===== config.mk =====
export PLATFORM = sky130hd
export DESIGN_NAME = ccip_mmio_responder
export DESIGN_NICKNAME = d
export VERILOG_FILES = /design/src/rtl/ccip_mmio_pkg.sv /design/src/rtl/mmio_rd_decode.sv /design/src/rtl/ccip_mmio_responder.sv
export SDC_FILE = /design/constraint.sdc
export NUM_CORES = 2
export LEC_CHECK = 0
export CAP_MARGIN = 20
export CORE_AREA = 4 4 540 542
export DETAILED_ROUTE_END_ITERATION = 10
export DIE_AREA = 0 0 544 546
export GPL_TIMING_DRIVEN = 0
export PLACE_DENSITY_LB_ADDON = 0.25
export SLEW_MARGIN = 20
export SYNTH_ARGS = -nofsm -noshare
export SYNTH_HDL_FRONTEND = slang
export SYNTH_HIERARCHICAL = 1
export SYNTH_SLANG_ARGS = --single-unit

===== constraint.sdc =====
create_clock -name pClk -period 8 [get_ports pClk]
set_input_delay 1.6 -clock pClk [delete_from_list [all_inputs] [get_ports pClk]]
set_output_delay 1.6 -clock pClk [all_outputs]
set_load 0.05 [all_outputs]

===== src/rtl/ccip_mmio_pkg.sv =====
// ccip_mmio_pkg
//   Shared definitions for the CCI-P MMIO responder: the CCI-P channel
//   structs it uses, byte offsets of the AFU register map, MMIO length
//   encodings, ERR bit positions and the read-pipeline stage-1 record.
//   No ports; imported by ccip_mmio_responder and mmio_rd_decode.
package ccip_mmio_pkg;

  // Register map, byte offsets
  localparam logic [17:0] OFF_DFH         = 18'h000;
  localparam logic [17:0] OFF_ID_L        = 18'h008;
  localparam logic [17:0] OFF_ID_H        = 18'h010;
  localparam logic [17:0] OFF_ERR         = 18'h028;
  localparam logic [17:0] OFF_RDCNT       = 18'h030;
  localparam logic [17:0] OFF_WRCNT       = 18'h038;
  localparam logic [17:0] OFF_USER_BASE   = 18'h040;
  localparam logic [17:0] OFF_STATUS_BASE = 18'h100;

  // hdr.length encodings
  localparam logic [1:0] LEN_4B  = 2'd0;
  localparam logic [1:0] LEN_8B  = 2'd1;
  localparam logic [1:0] LEN_64B = 2'd2;

  // ERR bit indices
  localparam int ERR_WR_64B       = 0;
  localparam int ERR_RDWR_COLLIDE = 1;
  localparam int ERR_RD_64B       = 2;
  localparam int ERR_W            = 3;

  typedef struct packed {
    logic [15:0] address;   // dword address
    logic [1:0]  length;
    logic        rsvd;
    logic [8:0]  tid;
  } t_ccip_c0_ReqMmioHdr;

  typedef struct packed {
    t_ccip_c0_ReqMmioHdr hdr;
    logic [511:0]        data;
    logic                mmioRdValid;
    logic                mmioWrValid;
  } t_if_ccip_c0_Rx;

  typedef struct packed {
    logic [8:0] tid;
  } t_ccip_c2_RspMmioHdr;

  typedef struct packed {
    t_ccip_c2_RspMmioHdr hdr;
    logic                mmioRdValid;
    logic [63:0]         data;
  } t_if_ccip_c2_Tx;

  typedef struct packed {
    logic [8:0]  tid;
    logic [63:0] data;
    logic        valid;
  } t_rd_stage1;

  // Byte offset -> qword index (matches hdr.address[15:1])
  function automatic logic [14:0] qw_idx(input logic [17:0] off);
    return 15'(off >> 3);
  endfunction

endpackage


===== src/rtl/mmio_rd_decode.sv =====
// mmio_rd_decode
//   Combinational qword-index to read-data mux feeding read stage 1.
//   Ports:
//     i_qidx      qword index of the read (hdr.address[15:1])
//     i_user_csr  current user control registers
//     i_status    read-only status words
//     i_err       ERR register, zero-extended to 64 bits
//     i_rd_cnt    read counter (tied 0 when counters are not built)
//     i_wr_cnt    write counter (tied 0 when counters are not built)
//     o_data      qword at that index, 0 for unmapped addresses
module mmio_rd_decode
  import ccip_mmio_pkg::*;
#(
  parameter logic [63:0] AFU_DFH      = 64'h1000_0000_0000_0001,
  parameter logic [63:0] AFU_ID_L     = 64'h0,
  parameter logic [63:0] AFU_ID_H     = 64'h0,
  parameter int          NUM_USER_CSR = 8,
  parameter int          NUM_STATUS   = 4
) (
  input  logic [14:0]                   i_qidx,
  input  logic [NUM_USER_CSR-1:0][63:0] i_user_csr,
  input  logic [NUM_STATUS-1:0][63:0]   i_status,
  input  logic [63:0]                   i_err,
  input  logic [63:0]                   i_rd_cnt,
  input  logic [63:0]                   i_wr_cnt,
  output logic [63:0]                   o_data
);

  always_comb begin
    o_data = '0;
    if (i_qidx == qw_idx(OFF_DFH))   o_data = AFU_DFH;
    if (i_qidx == qw_idx(OFF_ID_L))  o_data = AFU_ID_L;
    if (i_qidx == qw_idx(OFF_ID_H))  o_data = AFU_ID_H;
    if (i_qidx == qw_idx(OFF_ERR))   o_data = i_err;
    if (i_qidx == qw_idx(OFF_RDCNT)) o_data = i_rd_cnt;
    if (i_qidx == qw_idx(OFF_WRCNT)) o_data = i_wr_cnt;
    for (int i = 0; i < NUM_USER_CSR; i++)
      if (i_qidx == qw_idx(OFF_USER_BASE) + 15'(i)) o_data = i_user_csr[i];
    for (int i = 0; i < NUM_STATUS; i++)
      if (i_qidx == qw_idx(OFF_STATUS_BASE) + 15'(i)) o_data = i_status[i];
  end

endmodule


===== src/rtl/ccip_mmio_responder.sv =====
// ccip_mmio_responder
//   CCI-P MMIO target: decodes MMIO reads/writes on Rx c0, holds the AFU
//   header, user CSRs and a sticky W1C error register, and answers reads on
//   Tx c2 two cycles after the request.
//   Build option: define MMIO_ACCESS_COUNTERS_EN to add 64-bit read/write
//   access counters at 0x030/0x038 (otherwise those addresses read 0).
//   Ports:
//     pClk         clock, rising edge
//     SoftReset_n  synchronous active-low reset
//     cp2af_c0Rx   MMIO request channel
//     af2cp_c2Tx   MMIO read response channel
//     user_csr     user control register values
//     user_csr_wr  per-register write strobe, one cycle after the write
//     status_in    read-only status words
module ccip_mmio_responder
  import ccip_mmio_pkg::*;
#(
  parameter logic [63:0] AFU_DFH      = 64'h1000_0000_0000_0001,
  parameter logic [63:0] AFU_ID_L     = 64'h0,
  parameter logic [63:0] AFU_ID_H     = 64'h0,
  parameter int          NUM_USER_CSR = 8,
  parameter int          NUM_STATUS   = 4
) (
  input  logic                          pClk,
  input  logic                          SoftReset_n,
  input  t_if_ccip_c0_Rx                cp2af_c0Rx,
  output t_if_ccip_c2_Tx                af2cp_c2Tx,
  output logic [NUM_USER_CSR-1:0][63:0] user_csr,
  output logic [NUM_USER_CSR-1:0]       user_csr_wr,
  input  logic [NUM_STATUS-1:0][63:0]   status_in
);

  t_ccip_c0_ReqMmioHdr           w_hdr;
  logic [14:0]                   w_qidx;
  logic                          w_dsel;
  logic                          w_rd_req, w_wr, w_rd, w_wr_ok;
  logic                          w_len_ok;
  logic [63:0]                   w_wdata;
  logic [ERR_W-1:0]              w_err_set, w_err_clr;
  logic [NUM_USER_CSR-1:0]       w_csr_hit;
  logic [63:0]                   w_rd_q, w_rd_fmt;
  logic [63:0]                   w_rd_cnt, w_wr_cnt;
  logic                          w_unused;

  logic [NUM_USER_CSR-1:0][63:0] r_csr;
  logic [NUM_USER_CSR-1:0]       r_csr_wr;
  logic [ERR_W-1:0]              r_err;
  t_rd_stage1                    r_s1;
  t_if_ccip_c2_Tx                r_c2;

  assign w_hdr    = cp2af_c0Rx.hdr;
  assign w_qidx   = w_hdr.address[15:1];
  assign w_dsel   = w_hdr.address[0];
  assign w_wdata  = cp2af_c0Rx.data[63:0];
  assign w_len_ok = (w_hdr.length == LEN_4B) || (w_hdr.length == LEN_8B);
  assign w_wr     = cp2af_c0Rx.mmioWrValid;
  assign w_rd_req = cp2af_c0Rx.mmioRdValid;
  // A read colliding with a write is dropped; the write still happens.
  assign w_rd     = w_rd_req & ~w_wr;
  assign w_wr_ok  = w_wr & w_len_ok;

  assign w_unused = ^{cp2af_c0Rx.data[511:64], w_hdr.rsvd};

  // ---------------- error register ----------------
  always_comb begin
    w_err_set                   = '0;
    w_err_set[ERR_WR_64B]       = w_wr & ~w_len_ok;
    w_err_set[ERR_RDWR_COLLIDE] = w_rd_req & w_wr;
    w_err_set[ERR_RD_64B]       = w_rd & ~w_len_ok;
    w_err_clr = '0;
    // W1C bits live in the low dword; an upper-dword 4B write clears nothing
    if (w_wr_ok && (w_qidx == qw_idx(OFF_ERR)) &&
        ((w_hdr.length == LEN_8B) || !w_dsel))
      w_err_clr = w_wdata[ERR_W-1:0];
  end

  always_ff @(posedge pClk) begin
    if (!SoftReset_n) r_err <= '0;
    else              r_err <= (r_err & ~w_err_clr) | w_err_set;  // set wins
  end

  // ---------------- user CSRs ----------------
  always_comb begin
    w_csr_hit = '0;
    for (int i = 0; i < NUM_USER_CSR; i++)
      w_csr_hit[i] = w_wr_ok && (w_qidx == qw_idx(OFF_USER_BASE) + 15'(i));
  end

  always_ff @(posedge pClk) begin
    if (!SoftReset_n) begin
      r_csr    <= '0;
      r_csr_wr <= '0;
    end else begin
      r_csr_wr <= w_csr_hit;
      for (int i = 0; i < NUM_USER_CSR; i++) begin
        if (w_csr_hit[i]) begin
          if (w_hdr.length == LEN_8B) r_csr[i]        <= w_wdata;
          else if (w_dsel)            r_csr[i][63:32] <= w_wdata[31:0];
          else                        r_csr[i][31:0]  <= w_wdata[31:0];
        end
      end
    end
  end

  assign user_csr    = r_csr;
  assign user_csr_wr = r_csr_wr;

  // ---------------- access counters ----------------
`ifdef MMIO_ACCESS_COUNTERS_EN
  logic [63:0] r_rd_cnt, r_wr_cnt;

  // Dropped reads are not counted; ignored 64B writes are.
  always_ff @(posedge pClk) begin
    if (!SoftReset_n) begin
      r_rd_cnt <= '0;
      r_wr_cnt <= '0;
    end else begin
      if (w_rd) r_rd_cnt <= r_rd_cnt + 64'd1;
      if (w_wr) r_wr_cnt <= r_wr_cnt + 64'd1;
    end
  end

  assign w_rd_cnt = r_rd_cnt;
  assign w_wr_cnt = r_wr_cnt;
`else
  assign w_rd_cnt = '0;
  assign w_wr_cnt = '0;
`endif

  // ---------------- read path ----------------
  mmio_rd_decode #(
    .AFU_DFH      (AFU_DFH),
    .AFU_ID_L     (AFU_ID_L),
    .AFU_ID_H     (AFU_ID_H),
    .NUM_USER_CSR (NUM_USER_CSR),
    .NUM_STATUS   (NUM_STATUS)
  ) u_dec (
    .i_qidx     (w_qidx),
    .i_user_csr (r_csr),
    .i_status   (status_in),
    .i_err      ({{(64-ERR_W){1'b0}}, r_err}),
    .i_rd_cnt   (w_rd_cnt),
    .i_wr_cnt   (w_wr_cnt),
    .o_data     (w_rd_q)
  );

  // 4B reads return the selected dword zero-extended; bad lengths return 0.
  always_comb begin
    w_rd_fmt = '0;
    if (w_hdr.length == LEN_8B)
      w_rd_fmt = w_rd_q;
    else if (w_hdr.length == LEN_4B)
      w_rd_fmt = {32'b0, w_dsel ? w_rd_q[63:32] : w_rd_q[31:0]};
  end

  always_ff @(posedge pClk) begin
    if (!SoftReset_n) begin
      r_s1 <= '0;
      r_c2 <= '0;
    end else begin
      r_s1.valid       <= w_rd;
      r_s1.tid         <= w_hdr.tid;
      r_s1.data        <= w_rd_fmt;
      r_c2.mmioRdValid <= r_s1.valid;
      r_c2.hdr.tid     <= r_s1.tid;
      r_c2.data        <= r_s1.data;
    end
  end

  assign af2cp_c2Tx = r_c2;

endmodule

==> out/summary.log <==
INFO  floorplan      fp.dieH=546µm
INFO  clock_tree     path_clk_slew=0.06ns
INFO  floorplan      fp.dieArea=297000µm²
INFO  placement      place_ws=-0.505ns
INFO  finish         drive_gt1_share=11.2%
INFO  synthesis      postSynth.asyncResetShare=0%
INFO  clock_tree     ctsHoldBuffers=0
INFO  power          power.ir.vdd_worst=0.147mV
INFO  floorplan      core.rowCount=197
INFO  sta            min_period=7.82ns
INFO  sta            max_slew.worst_pin.slew=1.37ns
INFO  worst_setup_path worstSetupPathType=input port to flip-flop
INFO  sta            timing.setup.tns=0ns
INFO  routing        vias_per_cell=4.33
INFO  power          leakagePower=0.0193µW
INFO  synthesis      synth_top_flop_cell=sky130_fd_sc_hd__dfxtp_1
INFO  worst_setup_path critical_path_capture_point=r_s1[37]$_SDFF_PN0_
INFO  global_route   grt_use_total=24.6%
INFO  finish         area_delta_synth_final=59.3%
INFO  synthesis      synthesis.yosys.warnings=6
INFO  floorplan      core_area=287000µm²
INFO  synthesis      synth.largest_area_cell=sky130_fd_sc_hd__dfxtp_1
INFO  global_route   global_route_wire_length_before_repair=459mm
INFO  placement      detailed_placer_s_ending_hpwl=322mm
INFO  routing        totalWireLength=383mm
INFO  floorplan      initial_core_util=11.1%
INFO  routing        drc=0
INFO  global_route   maximum_number_of_pins_on_one_net_before_global_route_repair=15
INFO  sta            finalClockSkew=0.0276ns
INFO  floorplan      die_w=544µm
INFO  clock_tree     cts_tree=yes
INFO  clock_tree     clockRootBuffer=sky130_fd_sc_hd__clkbuf_16
INFO  placement      io_buffer_count=944
INFO  sta            timing_hold_violations_final=0
INFO  power          power_per_cell_area=168nW/µm²
INFO  routing        drtAntennaViolNets=0
INFO  synthesis      synthesis.area=31800µm²
INFO  status         run_status=completed
INFO  clock_tree     cts_inserted_buffers=84
INFO  routing        drt-wirelength-per-cell=44.2µm
INFO  job            max_cap_violations=0
INFO  sta            worst_slack=0.175ns
INFO  worst_setup_path worst-endpoint-required=8.66ns
INFO  floorplan      top_level_pins=1394
INFO  global_route   grt-ovfl-total=0
INFO  clock_tree     worstSkewPairLatency=0.72ns
INFO  hold_path      hold_path.class=flip-flop to flip-flop
INFO  placement      place.gp.congestion=0.970
INFO  global_route   number_of_global_route_vias_before_repair=34600
INFO  synthesis      synthDominantCellAreaShare=42.2%
INFO  worst_setup_path worst-r2r-setup-slack=4.81ns
INFO  worst_setup_path arrival_worst_endpoint=8.48ns
INFO  sta            report.final.setup_viol=0
INFO  routing        vias_after_detailed_routing=37600
INFO  sta            fmaxAchievable=128MHz
INFO  worst_setup_path reg2reg_depth=7
INFO  clock_tree     clk_path_buf_depth=3
INFO  clock_tree     cts_max_level=3
INFO  synthesis      synth_edf_count=0
INFO  worst_setup_path worstPathMaxFanout=10
INFO  worst_setup_path end_kind=flip-flop
INFO  finish         utilization=17.6%
INFO  sta            final.period_utilization=97.8%
INFO  worst_setup_path worst_setup_path_start_kind=input port
INFO  synthesis      syn_area_per_cell=9.00µm²
INFO  synthesis      synth-seq-area-share=42.2%
INFO  worst_setup_path startpoint=cp2af_c0Rx[527]
INFO  clock_tree     setup_fix_bufs_post_cts=0
INFO  finish         layout_common_cells=sky130_fd_sc_hd__clkdlybuf4s50_1 (942), sky130_fd_sc_hd__nand2_1 (729), sky130_fd_sc_hd__dfxtp_1 (671), sky130_fd_sc_hd__mux2i_1 (616), sky130_fd_sc_hd__conb_1 (189)
INFO  synthesis      synth_seq_cells=671
INFO  finish         layout_commonest_cell=sky130_fd_sc_hd__clkdlybuf4s50_1
INFO  synthesis      synth.top_cells.by_area=sky130_fd_sc_hd__dfxtp_1 (42%), sky130_fd_sc_hd__mux2i_1 (19%), sky130_fd_sc_hd__nand2_1 (8.6%)
INFO  synthesis      post_synth_inst_count=3533
INFO  sta            slew_viol_final=0
INFO  routing        detail_route.first_pass.iterations=6
INFO  finish         fin_nets=5600
INFO  power          report.power.total=8500µW
INFO  routing        dr.first_iter.drc_count=5568
INFO  worst_setup_path regToRegEndpoint=r_s1[60]$_SDFF_PN0_
INFO  worst_setup_path regToRegStartpoint=user_csr[315]$_SDFFE_PN0P_
INFO  sta            rsz0062_at_grt=no
INFO  sta            timing.slew.headroom=8.60%
INFO  clock_tree     ctsResizeCount=0
INFO  hold_path      holdPathStages=1
INFO  hold_path      min-delay-start=r_s1[67]$_SDFF_PN0_
INFO  clock_tree     numClockSinks=671
INFO  synthesis      ys_types=72
INFO  global_route   antenna_found_initial=95
==> cell usage after synthesis, types with 8 or more instances <==
cell and n:
sky130_fd_sc_hd__a211oi_1 12, sky130_fd_sc_hd__a21oi_1 131, sky130_fd_sc_hd__a221oi_1 8, sky130_fd_sc_hd__a22o_1 38
sky130_fd_sc_hd__a22oi_1 43, sky130_fd_sc_hd__a311oi_1 8, sky130_fd_sc_hd__a31oi_1 11, sky130_fd_sc_hd__and2_1 86
sky130_fd_sc_hd__and3_1 36, sky130_fd_sc_hd__buf_1 25, sky130_fd_sc_hd__buf_2 87, sky130_fd_sc_hd__clkbuf_1 172
sky130_fd_sc_hd__dfxtp_1 671, sky130_fd_sc_hd__inv_1 10, sky130_fd_sc_hd__mux2_2 100, sky130_fd_sc_hd__mux2i_1 617
sky130_fd_sc_hd__mux4_2 16, sky130_fd_sc_hd__nand2_1 729, sky130_fd_sc_hd__nand2b_1 11, sky130_fd_sc_hd__nand3_1 30
sky130_fd_sc_hd__nand4_1 10, sky130_fd_sc_hd__nor2_1 173, sky130_fd_sc_hd__nor2b_1 13, sky130_fd_sc_hd__nor3_1 23
sky130_fd_sc_hd__nor3_2 8, sky130_fd_sc_hd__o211ai_1 13, sky130_fd_sc_hd__o21a_1 16, sky130_fd_sc_hd__o21ai_0 156
sky130_fd_sc_hd__o21ai_1 15, sky130_fd_sc_hd__o221ai_1 30, sky130_fd_sc_hd__o22a_1 14, sky130_fd_sc_hd__o22ai_1 112
sky130_fd_sc_hd__or3_1 9
==> critical path, stage by stage <==
cell                              delay (ns)
sky130_fd_sc_hd__clkdlybuf4s50_1        0.57
sky130_fd_sc_hd__clkbuf_1               0.64
sky130_fd_sc_hd__buf_2                  0.62
sky130_fd_sc_hd__buf_2                  0.53
sky130_fd_sc_hd__buf_2                  0.84
sky130_fd_sc_hd__buf_2                  1.00
sky130_fd_sc_hd__clkbuf_1               0.88
sky130_fd_sc_hd__mux2i_1                0.46
sky130_fd_sc_hd__a21oi_1                0.89
sky130_fd_sc_hd__and3_1                 0.28
==> per-stage QoR <==
step,cells,area [µm²],hold WS (ns)
finish,8675,50600,0.432
global route,8651,50600,0.441
CTS,8646,50500,0.435
detailed placement,8493,47700,0.420
global placement,8446,46700,0.417
floorplan,3721,32500,0.412
==> layer usage <==
metal  vias up  part of all wire (%)  track usage [%]
met2      3032                    41             35.9
li1      15000                     -                -
met3       411                    15             12.1
met1     19200                    40             31.0
met5         -                 0.023                0
met4        14                   4.3             8.97
==> report_power, final <==
part | internal, µW | total, µW | switching [µW]
registers | 3350 | 3350 | 3.65
clock network | 2310 | 4060 | 1760
logic | 314 | 1080 | 769
total | 5970 | 8500 | 2530
==> sequential cells by signal, indices dropped and copies added, names as in the netlist <==
name and count:
user_csr_wr 8, af2cp_c2Tx 74, r_err 3, r_s1 74, user_csr 512
==> kinds of logic (layout without fill, tap and decap cells) <==
logic type      count (synthesis)  in the layout  share of synthesized area, %
other cells                     1            216                        0.0118
compound gates                668            668                          13.6
simple gates                 1160           1160                          16.0
buf+inv                       300           1446                          3.98
mux                           733            733                          24.1
flops                         671            671                          42.2
==> final cells by class <==
type / count / area [µm²]
buffer: 289 / 1330
fill: 32100 / 236000
inverter: 11 / 41.3
clock buffer: 115 / 2360
sequential: 671 / 13400
multi-input combinational: 2750 / 17900
antenna: 27 / 67.6
tap: 3781 / 4730
clock inverter: 38 / 444
timing repair buffer: 993 / 10300
==> worst min-delay path by stage <==
stage	endpoint
detailed placement	af2cp_c2Tx[67]$_SDFF_PN0_
floorplan	af2cp_c2Tx[0]$_SDFF_PN0_
global placement	af2cp_c2Tx[68]$_SDFF_PN0_
finish	af2cp_c2Tx[67]$_SDFF_PN0_
global route	af2cp_c2Tx[67]$_SDFF_PN0_
CTS	af2cp_c2Tx[41]$_SDFF_PN0_
No activity file was read; power rests on OpenSTA's default activity.
